$ cat src/rtl/wbm_uart_pkg.sv
// Shared definitions for the UART-to-Wishbone bridge: command fields, status codes, states.
package wbm_uart_pkg;

  typedef enum logic [2:0] {
    ST_IDLE,
    ST_RX_DATA,
    ST_WB_REQ,
    ST_WB_WAIT,
    ST_TX_STATUS,
    ST_TX_DATA
  } state_e;

  typedef enum logic [2:0] {
    RX_IDLE,
    RX_START,
    RX_DATA,
    RX_STOP,
    RX_BREAK
  } rx_state_e;

  localparam int CMD_WE_BIT  = 7;
  localparam int CMD_RSV_MSB = 6;
  localparam int CMD_RSV_LSB = 4;
  localparam int CMD_ADR_MSB = 3;
  localparam int CMD_ADR_LSB = 0;

  localparam logic [7:0] STATUS_OK      = 8'h00;
  localparam logic [7:0] STATUS_TIMEOUT = 8'hFF;

  // Clocks per UART bit, never below 1 so degenerate parameters still elaborate.
  function automatic int ticks_per_baud(input int clk_hz, input int baud_hz);
    int t;
    t = (baud_hz > 0) ? clk_hz / baud_hz : 0;
    return (t < 1) ? 1 : t;
  endfunction

endpackage

$ cat src/rtl/wbm_uart_rxd.sv
// 8N1 UART receiver: start-bit recheck at half bit, mid-bit sampling, byte strobe / framing error.
module wbm_uart_rxd
  import wbm_uart_pkg::*;
#(
  parameter int TICKS = 4
) (
  input  logic       clk_i,
  input  logic       rst_i,
  input  logic       rx_i,
  output logic [7:0] data_o,
  output logic       valid_o,
  output logic       frame_err_o
);

  localparam int HALF = (TICKS / 2 < 1) ? 1 : TICKS / 2;
  localparam int CW   = (TICKS < 2) ? 1 : $clog2(TICKS);

  logic [1:0]    sync_q;
  logic          rx_s;
  rx_state_e     st_q, st_d;
  logic [CW-1:0] tick_q, tick_d;
  logic [2:0]    bit_q, bit_d;
  logic [7:0]    sh_q, sh_d;
  logic          valid_q, valid_d;
  logic          ferr_q, ferr_d;

  assign rx_s = sync_q[1];

  always_ff @(posedge clk_i) begin
    if (rst_i) begin
      sync_q  <= 2'b11;
      st_q    <= RX_IDLE;
      tick_q  <= '0;
      bit_q   <= '0;
      sh_q    <= '0;
      valid_q <= 1'b0;
      ferr_q  <= 1'b0;
    end else begin
      sync_q  <= {sync_q[0], rx_i};
      st_q    <= st_d;
      tick_q  <= tick_d;
      bit_q   <= bit_d;
      sh_q    <= sh_d;
      valid_q <= valid_d;
      ferr_q  <= ferr_d;
    end
  end

  always_comb begin
    st_d    = st_q;
    tick_d  = tick_q;
    bit_d   = bit_q;
    sh_d    = sh_q;
    valid_d = 1'b0;
    ferr_d  = 1'b0;
    case (st_q)
      RX_IDLE: begin
        if (!rx_s) begin
          st_d   = RX_START;
          tick_d = CW'(HALF - 1);
        end
      end
      RX_START: begin
        if (tick_q == '0) begin
          if (!rx_s) begin
            st_d   = RX_DATA;
            tick_d = CW'(TICKS - 1);
            bit_d  = '0;
          end else begin
            st_d = RX_IDLE;
          end
        end else begin
          tick_d = tick_q - CW'(1);
        end
      end
      RX_DATA: begin
        if (tick_q == '0) begin
          sh_d   = {rx_s, sh_q[7:1]};
          tick_d = CW'(TICKS - 1);
          if (bit_q == 3'd7) st_d = RX_STOP;
          else               bit_d = bit_q + 3'd1;
        end else begin
          tick_d = tick_q - CW'(1);
        end
      end
      RX_STOP: begin
        if (tick_q == '0) begin
          if (rx_s) begin
            valid_d = 1'b1;
            st_d    = RX_IDLE;
          end else begin
            ferr_d = 1'b1;
            st_d   = RX_BREAK;
          end
        end else begin
          tick_d = tick_q - CW'(1);
        end
      end
      // A low stop bit must not be mistaken for the next start bit.
      RX_BREAK: if (rx_s) st_d = RX_IDLE;
      default: st_d = RX_IDLE;
    endcase
  end

  assign data_o      = sh_q;
  assign valid_o     = valid_q;
  assign frame_err_o = ferr_q;

endmodule

$ cat src/rtl/wbm_uart.sv
// UART command bridge to a Wishbone B4 pipelined master: 1 command byte (+4 write bytes) in,
// status byte (+4 read bytes) out.
module wbm_uart
  import wbm_uart_pkg::*;
#(
  parameter int WB_CLK_HZ = 0,
  parameter int OUTPUT_HZ = 9600,
  parameter int TIMEOUT   = 1024
) (
  input  logic        wb_clk_i,
  input  logic        wb_rst_i,
  output logic        wbm_cyc_o,
  output logic        wbm_stb_o,
  output logic        wbm_we_o,
  output logic [3:0]  wbm_adr_o,
  output logic [31:0] wbm_dat_o,
  input  logic [31:0] wbm_dat_i,
  input  logic        wbm_ack_i,
  input  logic        wbm_stall_i,
  input  logic        uart_rx,
  output logic        uart_tx
);

  localparam int TICKS = ticks_per_baud(WB_CLK_HZ, OUTPUT_HZ);
  localparam int TW    = (TICKS < 2) ? 1 : $clog2(TICKS);
  localparam int TOW   = (TIMEOUT < 2) ? 1 : $clog2(TIMEOUT);

  logic [7:0] rx_byte;
  logic       rx_valid;
  logic       unused_ferr;

  wbm_uart_rxd #(.TICKS(TICKS)) u_rxd (
    .clk_i      (wb_clk_i),
    .rst_i      (wb_rst_i),
    .rx_i       (uart_rx),
    .data_o     (rx_byte),
    .valid_o    (rx_valid),
    .frame_err_o(unused_ferr)
  );

  state_e         state_q, state_d;
  logic [1:0]     cnt_q, cnt_d;
  logic           cmd_we_q, cmd_we_d;
  logic [3:0]     cmd_adr_q, cmd_adr_d;
  logic           cyc_q, cyc_d, stb_q, stb_d, we_q, we_d;
  logic [3:0]     adr_q, adr_d;
  logic [31:0]    dat_q, dat_d, rdata_q, rdata_d;
  logic [TOW-1:0] to_q, to_d;
  logic           ok_q, ok_d;
  logic           go, fin_ok, fin_to;
  logic           tx_load, tx_done;
  logic [7:0]     tx_byte;

  logic           txbusy_q;
  logic [9:0]     txf_q;
  logic [3:0]     txb_q;
  logic [TW-1:0]  txt_q;

  always_ff @(posedge wb_clk_i) begin
    if (wb_rst_i) begin
      state_q   <= ST_IDLE;
      cnt_q     <= '0;
      cmd_we_q  <= 1'b0;
      cmd_adr_q <= '0;
      cyc_q     <= 1'b0;
      stb_q     <= 1'b0;
      we_q      <= 1'b0;
      adr_q     <= '0;
      dat_q     <= '0;
      rdata_q   <= '0;
      to_q      <= '0;
      ok_q      <= 1'b0;
    end else begin
      state_q   <= state_d;
      cnt_q     <= cnt_d;
      cmd_we_q  <= cmd_we_d;
      cmd_adr_q <= cmd_adr_d;
      cyc_q     <= cyc_d;
      stb_q     <= stb_d;
      we_q      <= we_d;
      adr_q     <= adr_d;
      dat_q     <= dat_d;
      rdata_q   <= rdata_d;
      to_q      <= to_d;
      ok_q      <= ok_d;
    end
  end

  always_comb begin
    state_d   = state_q;
    cnt_d     = cnt_q;
    cmd_we_d  = cmd_we_q;
    cmd_adr_d = cmd_adr_q;
    cyc_d     = cyc_q;
    stb_d     = stb_q;
    we_d      = we_q;
    adr_d     = adr_q;
    dat_d     = dat_q;
    rdata_d   = rdata_q;
    to_d      = to_q;
    ok_d      = ok_q;
    go        = 1'b0;
    fin_ok    = 1'b0;
    fin_to    = 1'b0;
    tx_load   = 1'b0;
    tx_byte   = STATUS_OK;
    case (state_q)
      ST_IDLE: begin
        if (rx_valid && rx_byte[CMD_RSV_MSB:CMD_RSV_LSB] == '0) begin
          cmd_we_d  = rx_byte[CMD_WE_BIT];
          cmd_adr_d = rx_byte[CMD_ADR_MSB:CMD_ADR_LSB];
          cnt_d     = '0;
          if (rx_byte[CMD_WE_BIT]) state_d = ST_RX_DATA;
          else                     go      = 1'b1;
        end
      end
      ST_RX_DATA: begin
        if (rx_valid) begin
          dat_d = {dat_q[23:0], rx_byte};
          cnt_d = cnt_q + 2'd1;
          if (cnt_q == 2'd3) go = 1'b1;
        end
      end
      ST_WB_REQ, ST_WB_WAIT: begin
        if (state_q == ST_WB_REQ && !wbm_stall_i) begin
          stb_d   = 1'b0;
          state_d = ST_WB_WAIT;
        end
        // An ack counts only once the strobe has been accepted.
        if ((state_q == ST_WB_WAIT || !wbm_stall_i) && wbm_ack_i) fin_ok = 1'b1;
        else if (to_q == '0)                                     fin_to = 1'b1;
        else                                                     to_d   = to_q - TOW'(1);
      end
      ST_TX_STATUS: begin
        if (tx_done) begin
          if (ok_q && !cmd_we_q) begin
            tx_load = 1'b1;
            tx_byte = rdata_q[31:24];
            rdata_d = {rdata_q[23:0], 8'h00};
            cnt_d   = 2'd3;
            state_d = ST_TX_DATA;
          end else begin
            state_d = ST_IDLE;
          end
        end
      end
      ST_TX_DATA: begin
        if (tx_done) begin
          if (cnt_q == '0) begin
            state_d = ST_IDLE;
          end else begin
            tx_load = 1'b1;
            tx_byte = rdata_q[31:24];
            rdata_d = {rdata_q[23:0], 8'h00};
            cnt_d   = cnt_q - 2'd1;
          end
        end
      end
      default: state_d = ST_IDLE;
    endcase

    if (go) begin
      state_d = ST_WB_REQ;
      cyc_d   = 1'b1;
      stb_d   = 1'b1;
      we_d    = cmd_we_d;
      adr_d   = cmd_adr_d;
      to_d    = TOW'(TIMEOUT - 1);
    end
    if (fin_ok || fin_to) begin
      state_d = ST_TX_STATUS;
      cyc_d   = 1'b0;
      stb_d   = 1'b0;
      we_d    = 1'b0;
      ok_d    = fin_ok;
      if (fin_ok && !cmd_we_q) rdata_d = wbm_dat_i;
      tx_load = 1'b1;
      tx_byte = fin_ok ? STATUS_OK : STATUS_TIMEOUT;
    end
  end

  // Reloading on the last stop-bit clock keeps reply bytes back-to-back.
  assign tx_done = txbusy_q && txt_q == '0 && txb_q == '0;

  always_ff @(posedge wb_clk_i) begin
    if (wb_rst_i) begin
      txbusy_q <= 1'b0;
      txf_q    <= '1;
      txb_q    <= '0;
      txt_q    <= '0;
    end else if (tx_load) begin
      txbusy_q <= 1'b1;
      txf_q    <= {1'b1, tx_byte, 1'b0};
      txb_q    <= 4'd9;
      txt_q    <= TW'(TICKS - 1);
    end else if (txbusy_q) begin
      if (txt_q == '0) begin
        if (txb_q == '0) begin
          txbusy_q <= 1'b0;
        end else begin
          txf_q <= {1'b1, txf_q[9:1]};
          txb_q <= txb_q - 4'd1;
          txt_q <= TW'(TICKS - 1);
        end
      end else begin
        txt_q <= txt_q - TW'(1);
      end
    end
  end

  assign uart_tx   = txbusy_q ? txf_q[0] : 1'b1;
  assign wbm_cyc_o = cyc_q;
  assign wbm_stb_o = stb_q;
  assign wbm_we_o  = we_q;
  assign wbm_adr_o = adr_q;
  assign wbm_dat_o = dat_q;

endmodule

$ cat config.mk
export PLATFORM = sky130hd
export DESIGN_NAME = wbm_uart
export DESIGN_NICKNAME = d
export VERILOG_FILES = /design/src/rtl/wbm_uart_pkg.sv /design/src/rtl/wbm_uart_rxd.sv /design/src/rtl/wbm_uart.sv
export SDC_FILE = /design/constraint.sdc
export NUM_CORES = 1
export LEC_CHECK = 0
export BUFFER_PORTS_ARGS = -buffer_cell sky130_fd_sc_hd__buf_2
export CAP_MARGIN = 10
export CORE_ASPECT_RATIO = 1.2
export CORE_UTILIZATION = 56
export DETAILED_ROUTE_END_ITERATION = 7
export PLACE_DENSITY = 0.81
export SYNTH_ARGS = -nofsm -noshare
export SYNTH_HDL_FRONTEND = slang
export SYNTH_SLANG_ARGS = --single-unit
$ cat constraint.sdc
create_clock -name wb_clk_i -period 2.3 [get_ports wb_clk_i]
set_input_delay 0.345 -clock wb_clk_i [delete_from_list [all_inputs] [get_ports wb_clk_i]]
set_output_delay 0.345 -clock wb_clk_i [all_outputs]
set_load 0.05 [all_outputs]
==> After elaboration in Yosys (flattened, before gate mapping) <==
Index checks and enable logic that the tools add are counted.
{ "totals": {"output_inout_bits": 40, "wordCells": 215, "regBits": 125, "input_bits": 37} }
{ "classes": {"addsub": 7, "reduce_logical": 42, "muxes": 90, "n_eq_ne": 46, "bitwise": 5} }
{ "op_table": {"columns": ["cell", "count"], "rows": [
  ["32-bit two-way mux", 6],
  ["32-bit case mux with 2 select lines", 1],
  ["3-bit two-way mux", 20],
  ["8-bit two-way mux", 6],
  ["10-bit two-way mux", 4],
  ["9-bit two-way mux", 4],
  ["2-bit inequality test, second input constant", 18],
  ["3-bit case mux with 5 select lines", 2],
  ["1-bit two-way mux", 28],
  ["7-bit AND reduction", 4],
  ["4-bit two-way mux", 6],
  ["4-bit inequality test, second input constant", 5],
  ["3-bit inequality test, second input constant", 6],
  ["8-bit case mux with 2 select lines", 1],
  ["2-bit two-way mux", 7],
  ["3-bit by 2-bit equality test with 1-bit output, second input constant", 4],
  ["3-bit equality test, second input constant", 4],
  ["10-bit zero test", 1],
  ["2-bit nonzero test", 5],
  ["10-bit by 1-bit subtractor with 10-bit output, second input constant", 1],
  ["3-bit zero test", 3],
  ["3-bit AND reduction", 3],
  ["3-bit OR reduction", 3],
  ["2-bit by 1-bit inequality test with 1-bit output, second input constant", 4],
  ["23 further kinds", 44]
]} }

==> Logic depth before layout (Yosys ltp) <==
Gate-level depths: netlist (run 1).
{ "depth": {"ltp_word": 9, "depth_mapped": 8, "depth_no_buf": 7} }

==> Modules after synthesis <==
A second synthesis (run 1) with hierarchy kept.
{ "unflattened": {"cells_unflattened": 625, "hier_area_um2": 5243.8} }
{ "by_module_without_submodules": {"columns": ["module", "area_each_um2", "cells_each", "n_inst", "seq_area_each_um2"], "rows": [
  ["wbm_uart", 4530.6, 543, 1, 2122.0],
  ["wbm_uart_rxd", 713.2, 82, 1, 360.3]
]} }

==> Least setup slack after synthesis (run 1) <==
No wires, ideal clock.
{ "synth_timing": {"path_kind": "reg2reg", "from": "reg to_q[4]", "to": "reg to_q[1]", "t_arrival_ps": 1965, "path_stages_with_launch": 6, "required_time_ps": 2230, "setup_slack_ps": 265, "synth_period_minus_slack_ps": 2035, "setup_time_ps": 70, "cell_sequence": "dfxtp_1 -> or4_1 -> or4_4 -> nand2_1 -> mux2_2 -> a21oi_1"} }
{ "synth_between": {"elab_chain_cells": 3} }
{ "synth_rtl": {"columns": ["item", "line_no", "source"], "rows": [
  ["from (decl)", "wbm_uart.sv:48", "logic [TOW-1:0] to_q, to_d;"],
  ["from (signal assigned)", "wbm_uart.sv:84", "to_q <= to_d;"],
  ["10-bit zero test", "wbm_uart.sv:131", "else if (to_q == '0) fin_to = 1'b1;"],
  ["2-bit inequality test (no line)", null, null],
  ["3-bit AND reduction (no line)", null, null]
]} }
No other way between the ends.
A chain may end at the register's enable or synchronous reset.

==> Worst setup path in the final report (run 1) <==
Ends and elaborated chain as after synthesis.

==> impl_metrics.py, run 1 <==
metrics = {
    "worst_setup_path": {
        "cp_max_fo": 12,
        "cp_data_arrival_time_ns": 2.65,
        "worst_setup_path_start_kind": "flip-flop",
        "worstSetupEndpointType": "flip-flop",
        "r2r_end": "to_q[1]$_SDFFE_PP0P_",
        "r2r_cells": 5,
        "r2r_slack_ns": 0.10,
        "worstPathRequired_ns": 2.75,
        "reg2reg_from": "to_q[4]$_SDFFE_PP0P_",
        "crit_type": "flip-flop to flip-flop",
    },
    "cts": {
        "insertion_delay_ns": 0.52,
        "cts.sinks": 123,
        "clk_pin_slew_ns": 0.06,
        "clockRootBuffer": "clkbuf_8",
        "clk_path_buf_depth": 2,
        "cts-htree-levels": 4,
        "cts_tree": "done",
        "cts_buffers": 17,
        "post-cts-setup-buffers": 0,
    },
    "yosys": {
        "synth_area_leader_cell": "dfxtp_1",
        "synthArstFlopShare": 0,
        "avgSynthCellArea_um2": 8.27,
        "synth_edf_count": 0,
        "yosys-top-cells-count": "nand2_1 (141), dfxtp_1 (123), a21oi_1 (76), nor2_1 (57), clkbuf_1 (34)",
        "yosysUniqueCellTypes": 55,
        "synth_most_common_cell": "nand2_1",
        "yosys_warnings": 0,
        "netlist_area_mm2": 0.00506,
        "yosysSeqAreaShare": 0.487,
        "synthFlopType": "dfxtp_1",
        "ys_top_cells_by_area": "dfxtp_1 (49%), nand2_1 (10%), a21oi_1 (7.5%)",
        "syn_inst": 612,
        "syn_nets": 654,
        "synth-seq-cells": 123,
        "synth_top_area_frac": 0.487,
    },
    "grt": {
        "grt_util_all_layers": 0.250,
        "grt_antenna_before_repair": 0,
        "grt_pass1_vias": 4168,
        "grt_start_max_net_pins": 57,
        "grt_pass1_wl_mm": 18.5,
        "grt-ovfl-total": 0,
    },
    "power": {
        "p_leak_nw": 2.30,
        "pwr-share-comb": 0.017,
        "power.density_mw_per_mm2": 781,
        "seq_power_share": 0.446,
        "peakVddDrop_uv": 576,
        "p_int_mw": 3.86,
        "netSwitchingFraction": 0.195,
        "net-switching-power_uw": 935,
        "p_clk_frac": 0.537,
    },
    "route": {
        "drc_errors": 0,
        "antenna_left": 0,
        "dr.pass1.iters": 4,
        "routed_wl_mm": 11.2,
        "vias": 4542,
        "wl_per_cell_um": 13.8,
        "first_iter_violations": 254,
        "via_per_inst": 5.61,
    },
    "placement": {
        "dp.cells": 777,
        "place_congestion": 0.848,
        "io_buffers": 76,
        "hpwl_mm": 7.30,
    },
    "final_layout": {
        "final_layout_size_suffix_gt1_frac": 0.194,
        "syn_to_final_growth_pct": 21.3,
        "diodes": 0,
        "layoutNonFillerInstCount": 809,
        "fill_cells": 665,
        "nets": 722,
    },
    "sta": {
        "fmax_mhz": 455,
        "period_share": 0.956,
        "tightest_slew_ns": 0.933,
        "hold_violations": 0,
        "setup_viol": 0,
        "slew_headroom": 0.378,
        "finalClockSkew_ns": 0.00589,
        "finalMaxSlewViolations": 0,
        "rsz0062_at_grt": "no",
        "setup_tns_ns": 0,
        "finalCriticalPeriod_ns": 2.20,
    },
    "min_path": {
        "hold_path_end": "rdata_q[7]$_SDFF_PP0_",
        "hold_path.class": "input pin to flip-flop",
        "hold_depth": 3,
        "hp-start": "wbm_dat_i[7]",
    },
    "floorplan": {
        "core.rowCount": 37,
        "die_area_mm2": 0.00942,
        "initial_core_util": 0.584,
        "die-height_um": 106,
        "io_pins": 77,
        "die_w_um": 88.8,
        "fp.coreArea_mm2": 0.00866,
    },
    "job": {
        "maxCapViolations": 0,
    },
    "status": {
        "status": "complete, no violations",
    },
}
[power groups by stage]
stage / Combinational [mW] / Clock, mW / Sequential (mW)
2_1_floorplan: 0.0388 / 0 / 2.18
3_3_place_gp: 0.0782 / 0 / 2.18
3_5_place_dp: 0.0785 / 0 / 2.18
4_1_cts: 0.0805 / 2.60 / 2.14
5_1_grt: 0.0888 / 2.68 / 2.14
6_report: 0.0812 / 2.58 / 2.14
[worst max-delay path, cell delays in order (launching register included)]
cell     delay [ns]
dfxtp_1        0.36
or4_1          0.56
or4_4          0.59
nand2_1        0.14
mux2_2         0.34
a21oi_1        0.13
[through the flow]
step           setup WS (ns)  utilization  total power, mW  area (µm²)  hold slack (ns)
2_1_floorplan          0.265            -             2.22        5060            0.389
3_3_place_gp           0.145        0.641             2.26        5550            0.392
3_5_place_dp          0.0732        0.641             2.26        5550            0.405
4_1_cts               0.0653        0.709             4.82        6130           0.0495
5_1_grt               0.0131        0.709             4.91        6140           0.0568
6_report               0.100        0.709             4.80        6140           0.0630
[logic make-up after synthesis]
| group | count (synthesis) | share of synthesized area |
|---|---|---|
| compound gates | 148 | 0.182 |
| xor+xnor | 11 | 0.0190 |
| fa+ha+maj | 5 | 0.0124 |
| buf+inv | 48 | 0.0393 |
| flops | 123 | 0.487 |
| mux | 17 | 0.0339 |
| simple gates | 260 | 0.226 |
[how the worst max path moves through the flow]
stage | from | endpoint | slack, ns | cells after the start
after global routing | to_q[4]$_SDFFE_PP0P_ | to_q[1]$_SDFFE_PP0P_ | 0.01 | 5
after floorplan | to_q[4]$_SDFFE_PP0P_ | to_q[1]$_SDFFE_PP0P_ | 0.27 | 5
after CTS | to_q[4]$_SDFFE_PP0P_ | txf_q[8]$_SDFFE_PP1P_ | 0.07 | 5
after detailed placement | to_q[4]$_SDFFE_PP0P_ | to_q[1]$_SDFFE_PP0P_ | 0.07 | 5
after global placement | to_q[4]$_SDFFE_PP0P_ | to_q[1]$_SDFFE_PP0P_ | 0.15 | 5
final | to_q[4]$_SDFFE_PP0P_ | to_q[1]$_SDFFE_PP0P_ | 0.10 | 5
[timing repair]
action	CTS	global route
endpoints found under the setup margin	0	7
hold buffers	1	0
resized for setup	0	1
hold endpoints to repair	1	0
[layout make-up]
type / instances / area (µm²) / share of cell area
Tap cell: 117 / 146 / 0.0239
Sequential cell: 123 / 2460 / 0.401
Timing Repair Buffer: 90 / 503 / 0.0820
Multi-Input combinational cell: 441 / 2420 / 0.395
Clock inverter: 8 / 118 / 0.0192
Inverter: 7 / 26.3 / 0.00428
Clock buffer: 23 / 457 / 0.0744
[layout by cell type, fill, tap and decap left out, drive strengths merged, types with 14 or more instances in the layout]
cell,instances
nand3,18
a21oi,76
mux2i,16
nand2,142
a311oi,25
o21ai,14
nor2,57
buf,89
dfxtp,123
clkbuf,23
[flip-flops by register name (all words and copies together) (netlist names)]
name,flops
state_q,3
u_rxd.data_o,8
wbm_adr_o,4
rdata_q,32
wbm_stb_o,1
txb_q,4
u_rxd.bit_q,3
wbm_cyc_o,1
u_rxd.st_q,3
cmd_we_q,1
txbusy_q,1
u_rxd.sync_q,2
wbm_dat_o,32
cmd_adr_q,4
wbm_we_o,1
cnt_q,2
to_q,10
u_rxd.valid_o,1
ok_q,1
txf_q,9
[routing by layer]
metal	up-vias	global-route usage	share of wire	routed length (µm)
li1	2279	-	-	-
met1	2122	0.310	0.44	4880
met2	122	0.413	0.50	5570
met3	19	0.0660	0.048	531
met4	0	0.0933	0.015	167
met5	-	0	0	0
Note: power is estimated with default switching activity, not from simulation.
==> inputs of run 2 (changes only) <==
--- a/config.mk
+++ b/config.mk
@@ -11,6 +11,7 @@
 export CORE_UTILIZATION = 56
 export DETAILED_ROUTE_END_ITERATION = 7
 export PLACE_DENSITY = 0.81
+export REMOVE_ABC_BUFFERS = 1
 export SYNTH_ARGS = -nofsm -noshare
 export SYNTH_HDL_FRONTEND = slang
 export SYNTH_SLANG_ARGS = --single-unit
==> constraint.sdc (replaced) <==
create_clock -name wb_clk_i -period 2.3 [get_ports wb_clk_i]
set_input_delay 0.345 -clock wb_clk_i [delete_from_list [all_inputs] [get_ports wb_clk_i]]
set_output_delay 0.345 -clock wb_clk_i [all_outputs]
set_load 0.1 [all_outputs]
==> impl_metrics.py, run 2 (same netlist as run 1, synthesis figures left out) <==
metrics = {
    "cts": {
        "post-cts-setup-buffers": 0,
        "clockRootBuffer": "clkbuf_8",
        "clk_pin_slew_ns": 0.06,
        "cts.sinks": 123,
        "cts_hold_buf": 0,
        "cts_buffers": 17,
        "cts-htree-levels": 4,
        "insertion_delay_ns": 0.52,
        "clk_path_buf_depth": 2,
        "cts_tree": "done",
        "cts_resized": 0,
    },
    "grt": {
        "grt_start_max_net_pins": 73,
        "grt_antenna_before_repair": 0,
        "grt_pass1_wl_mm": 18.4,
        "grt-ovfl-total": 0,
        "met2_usage": 0.420,
        "grt_pass1_vias": 4097,
        "use_met3": 0.0644,
        "met1_usage": 0.301,
        "grt_util_all_layers": 0.250,
        "top_usage_layer": "met2",
    },
    "route": {
        "vias": 4538,
        "via_per_inst": 5.62,
        "wl_per_cell_um": 13.6,
        "routed_wl_mm": 11.0,
        "dr.pass1.iters": 4,
        "first_iter_violations": 285,
        "antenna_left": 0,
        "drc_errors": 0,
    },
    "worst_setup_path": {
        "r2r_slack_ns": 0.12,
        "crit_type": "flip-flop to flip-flop",
        "r2r_cells": 5,
        "cp_max_fo": 9,
        "cp_data_arrival_time_ns": 2.64,
        "reg2reg_from": "to_q[2]$_SDFFE_PP0P_",
        "worstSetupEndpointType": "flip-flop",
        "worstPathRequired_ns": 2.76,
        "r2r_end": "txf_q[8]$_SDFFE_PP1P_",
        "worst_setup_path_start_kind": "flip-flop",
    },
    "sta": {
        "finalCriticalPeriod_ns": 2.18,
        "tightest_slew_ns": 0.930,
        "setup_viol": 0,
        "slew_headroom": 0.380,
        "rsz0062_at_grt": "no",
        "period_share": 0.948,
        "finalMaxSlewViolations": 0,
        "finalClockSkew_ns": 0.00568,
        "fmax_mhz": 459,
        "hold_violations": 0,
    },
    "status": {
        "status": "complete, no violations",
    },
    "min_path": {
        "hold_path.class": "input pin to flip-flop",
        "hold_depth": 2,
        "hp-start": "uart_rx",
        "hold_path_end": "u_rxd.sync_q[0]$_SDFF_PP1_",
    },
    "floorplan": {
        "die_area_mm2": 0.00942,
        "initial_core_util": 0.584,
        "fp.coreArea_mm2": 0.00866,
        "die_w_um": 88.8,
        "core.rowCount": 37,
        "io_pins": 77,
        "die-height_um": 106,
    },
    "final_layout": {
        "final_common_cell": "nand2_1",
        "layout_common_cells": "nand2_1 (141), dfxtp_1 (123), a21oi_1 (76)",
        "syn_to_final_growth_pct": 20.6,
        "fin_util": 0.705,
        "design_area_mm2": 0.00610,
        "diodes": 0,
        "final_layout_size_suffix_gt1_frac": 0.194,
        "nets": 720,
        "fill_cells": 668,
    },
    "power": {
        "power.density_mw_per_mm2": 767,
        "p_leak_nw": 2.27,
        "finalPower_mw": 4.68,
        "peakVddDrop_uv": 742,
    },
    "placement": {
        "hpwl_mm": 6.79,
        "place_congestion": 0.884,
        "place_area_mm2": 0.00555,
        "io_buffers": 76,
    },
    "job": {
        "maxCapViolations": 0,
    },
}
## run 2: cell types whose count changed in the layout (fill, tap and decap cells not counted), sizes merged
cell,previous run,this run
inv,7,8
bufinv,3,2
clkinvlp,1,4
clkbuf,23,20
dlygate4sd3,1,0
buf,89,88
clkinv,4,5
## run 2: how the worst max path moves through the flow
stage	from	end	cells past startpoint
5_1_grt	to_q[2]$_SDFFE_PP0P_	to_q[1]$_SDFFE_PP0P_	5
4_1_cts	to_q[4]$_SDFFE_PP0P_	to_q[1]$_SDFFE_PP0P_	5
2_1_floorplan	state_q[0]$_SDFFE_PP0P_	state_q[2]$_SDFFE_PP0P_	5
3_5_place_dp	to_q[4]$_SDFFE_PP0P_	to_q[1]$_SDFFE_PP0P_	5
6_report	to_q[2]$_SDFFE_PP0P_	txf_q[8]$_SDFFE_PP1P_	5
3_3_place_gp	to_q[4]$_SDFFE_PP0P_	to_q[1]$_SDFFE_PP0P_	5
## run 2: area by class of cell
| type | count | area (µm²) | area share |
|---|---|---|---|
| inverter | 7 | 26.3 | 0.00430 |
| clock inverter | 12 | 124 | 0.0203 |
| timing repair buffer | 88 | 498 | 0.0816 |
| sequential | 123 | 2460 | 0.403 |
| multi-input combinational | 441 | 2420 | 0.397 |
| tap | 117 | 146 | 0.0240 |
| clock buffer | 20 | 425 | 0.0697 |
## run 2: metrics by stage
stage          cells  setup TNS [ns]  setup slack (ns)  hold slack, ns
2_1_floorplan    571          -66.56             -1.81           0.389
3_3_place_gp     775               0             0.151           0.392
3_5_place_dp     775               0             0.103           0.393
4_1_cts          807               0            0.0828        0.000180
5_1_grt          808               0            0.0299         0.00213
6_report         808               0             0.120         0.00778
## run 2: worst max-delay path, stage by stage (launching register included)
cell and delay (ns):
dfxtp_1 0.33, or4b_1 0.55, or4_4 0.61, nand2_2 0.14, or2_1 0.29, o22a_1 0.20
## run 2: power breakdown
part           switching (mW)  internal, mW  total, mW
registers             0.00229          2.13       2.14
logic                  0.0492        0.0315     0.0807
clock network           0.932          1.53       2.46
total                   0.983          3.70       4.68
## run 2: routing by layer
| metal | up-vias | share of wire |
|---|---|---|
| li1 | 2268 | - |
| met1 | 2087 | 0.42 |
| met2 | 160 | 0.50 |
| met3 | 23 | 0.060 |
| met4 | 0 | 0.019 |
| met5 | - | 0 |
==> inputs of run 3 (changes only) <==
--- a/config.mk
+++ b/config.mk
@@ -10,7 +10,7 @@
 export CORE_ASPECT_RATIO = 1.2
 export CORE_UTILIZATION = 56
 export DETAILED_ROUTE_END_ITERATION = 7
-export PLACE_DENSITY = 0.81
+export PLACE_DENSITY = 0.79
 export REMOVE_ABC_BUFFERS = 1
 export SYNTH_ARGS = -nofsm -noshare
 export SYNTH_HDL_FRONTEND = slang
==> impl_metrics.py, run 3 (same netlist as run 1, synthesis figures left out) <==
metrics = {
    "cts": {
        "cts_tree": "done",
        "cts_hold_buf": 1,
        "insertion_delay_ns": 0.52,
        "cts-htree-levels": 4,
        "clk_pin_slew_ns": 0.06,
        "clockRootBuffer": "clkbuf_8",
        "cts.sinks": 123,
        "cts_buffers": 17,
        "clk_path_buf_depth": 2,
        "post-cts-setup-buffers": 0,
        "cts_resized": 0,
    },
    "final_layout": {
        "layoutNonFillerInstCount": 810,
        "nets": 722,
        "final_common_cell": "nand2_1",
        "seq_area_mm2": 0.00246,
        "fill_cells": 669,
        "multi_input_area_mm2": 0.00242,
        "fin_util": 0.717,
        "final_layout_size_suffix_gt1_frac": 0.198,
        "layout_common_cells": "nand2_1 (141), dfxtp_1 (123), a21oi_1 (76)",
        "syn_to_final_growth_pct": 22.6,
        "diodes": 0,
    },
    "sta": {
        "tightest_slew_ns": 0.938,
        "setup_viol": 0,
        "worst_hold_slack_ns": 0.0612,
        "hold_violations": 0,
        "fmax_mhz": 454,
        "period_share": 0.958,
        "slew_headroom": 0.375,
        "finalMaxSlewViolations": 0,
        "rsz0062_at_grt": "no",
        "finalClockSkew_ns": 0.00773,
        "setup_tns_ns": 0,
        "finalCriticalPeriod_ns": 2.20,
    },
    "grt": {
        "grt_pass1_wl_mm": 17.9,
        "grt_util_all_layers": 0.244,
        "grt-ovfl-total": 0,
        "grt_antenna_before_repair": 0,
        "grt_start_max_net_pins": 63,
        "grt_pass1_vias": 4130,
    },
    "route": {
        "drc_errors": 0,
        "dr.pass1.iters": 5,
        "via_per_inst": 5.60,
        "vias": 4539,
        "routed_wl_mm": 11.0,
        "first_iter_violations": 223,
        "wl_per_cell_um": 13.6,
        "antenna_left": 0,
    },
    "job": {
        "maxCapViolations": 0,
    },
    "worst_setup_path": {
        "worstPathRequired_ns": 2.75,
        "max_stage_delay_ns": 0.62,
        "worstSetupEndpointType": "flip-flop",
        "cp_data_arrival_time_ns": 2.65,
        "cp_cell_sequence": "or4_1 > or4_4 > nand2_1 > mux2_2 > a21oi_1",
        "critPathSlowestCell": "or4_4",
        "crit_type": "flip-flop to flip-flop",
        "cp_max_fo": 12,
        "worst_setup_path_start_kind": "flip-flop",
    },
    "floorplan": {
        "die_w_um": 88.8,
        "fp.coreArea_mm2": 0.00866,
        "io_pins": 77,
        "die_area_mm2": 0.00942,
        "initial_core_util": 0.584,
        "die-height_um": 106,
        "core.rowCount": 37,
    },
    "placement": {
        "dp.cells": 777,
        "hpwl_mm": 7.01,
        "place_congestion": 0.879,
        "io_buffers": 76,
    },
    "status": {
        "status": "complete, no violations",
    },
    "power": {
        "power.density_mw_per_mm2": 801,
        "p_leak_nw": 2.32,
        "seq_power_share": 0.430,
        "p_clk_frac": 0.554,
        "peakVddDrop_uv": 528,
        "netSwitchingFraction": 0.203,
        "p_int_mw": 3.96,
        "pwr-share-comb": 0.016,
        "net-switching-power_mw": 1.01,
    },
    "min_path": {
        "hold_path.class": "input pin to flip-flop",
    },
}
[run 3: cell types whose count changed in the layout (fill, tap and decap cells not counted), sizes merged]
cell         before  now
clkinv            5    2
inv               8   11
bufinv            2    4
buf              88   89
clkbuf           20   19
clkinvlp          4    3
dlygate4sd3       0    1
[run 3: worst max-delay path: cells and delay by family (launching register included)]
kind / cells / cell delay (ns)
AND/OR/NAND/NOR: 3 / 1.32
flip-flops: 1 / 0.36
multiplexers: 1 / 0.34
AO/OA/AOI/OAI: 1 / 0.13
[run 3: final cells by class]
class	count	share of cell area
tap	117	0.0236
clock buffer	19	0.0696
multi-input combinational	441	0.390
timing repair buffer	90	0.0851
inverter	7	0.00423
clock inverter	13	0.0302
sequential	123	0.397
[run 3: layer usage]
layer / global-route usage / vias up / part of all wire
met5: 0 / - / 0
met1: 0.284 / 2116 / 0.43
met4: 0.112 / 0 / 0.021
li1: - / 2265 / -
met2: 0.407 / 136 / 0.50
met3: 0.0738 / 22 / 0.051
[run 3: through the flow]
step	setup slack, ns	power (mW)	instance area (µm²)
2_1_floorplan	-1.81	2.19	4890
3_3_place_gp	0.143	2.26	5580
3_5_place_dp	0.102	2.26	5580
5_1_grt	0.0152	5.12	6200
4_1_cts	0.0866	5.02	6200
6_report	0.0965	4.97	6200
[run 3: power groups by stage]
stage	Clock [mW]	Combinational, mW	Sequential, mW
floorplan	0	0.0120	2.18
global placement	0	0.0791	2.18
detailed placement	0	0.0795	2.18
CTS	2.80	0.0811	2.14
global route	2.90	0.0884	2.14
finish	2.76	0.0808	2.14
[run 3: path summary, 6_finish.rpt]
path,start,to,slack [ns],cells past startpoint
worst max-delay path,to_q[4]$_SDFFE_PP0P_,to_q[1]$_SDFFE_PP0P_,0.1,5
worst min-delay path,wbm_dat_i[5],rdata_q[5]$_SDFF_PP0_,0.06,3
worst max register to register,to_q[4]$_SDFFE_PP0P_,to_q[1]$_SDFFE_PP0P_,0.1,5
worst min register to register,u_rxd.sync_q[0]$_SDFF_PP1_,u_rxd.sync_q[1]$_SDFF_PP1_,0.41,1
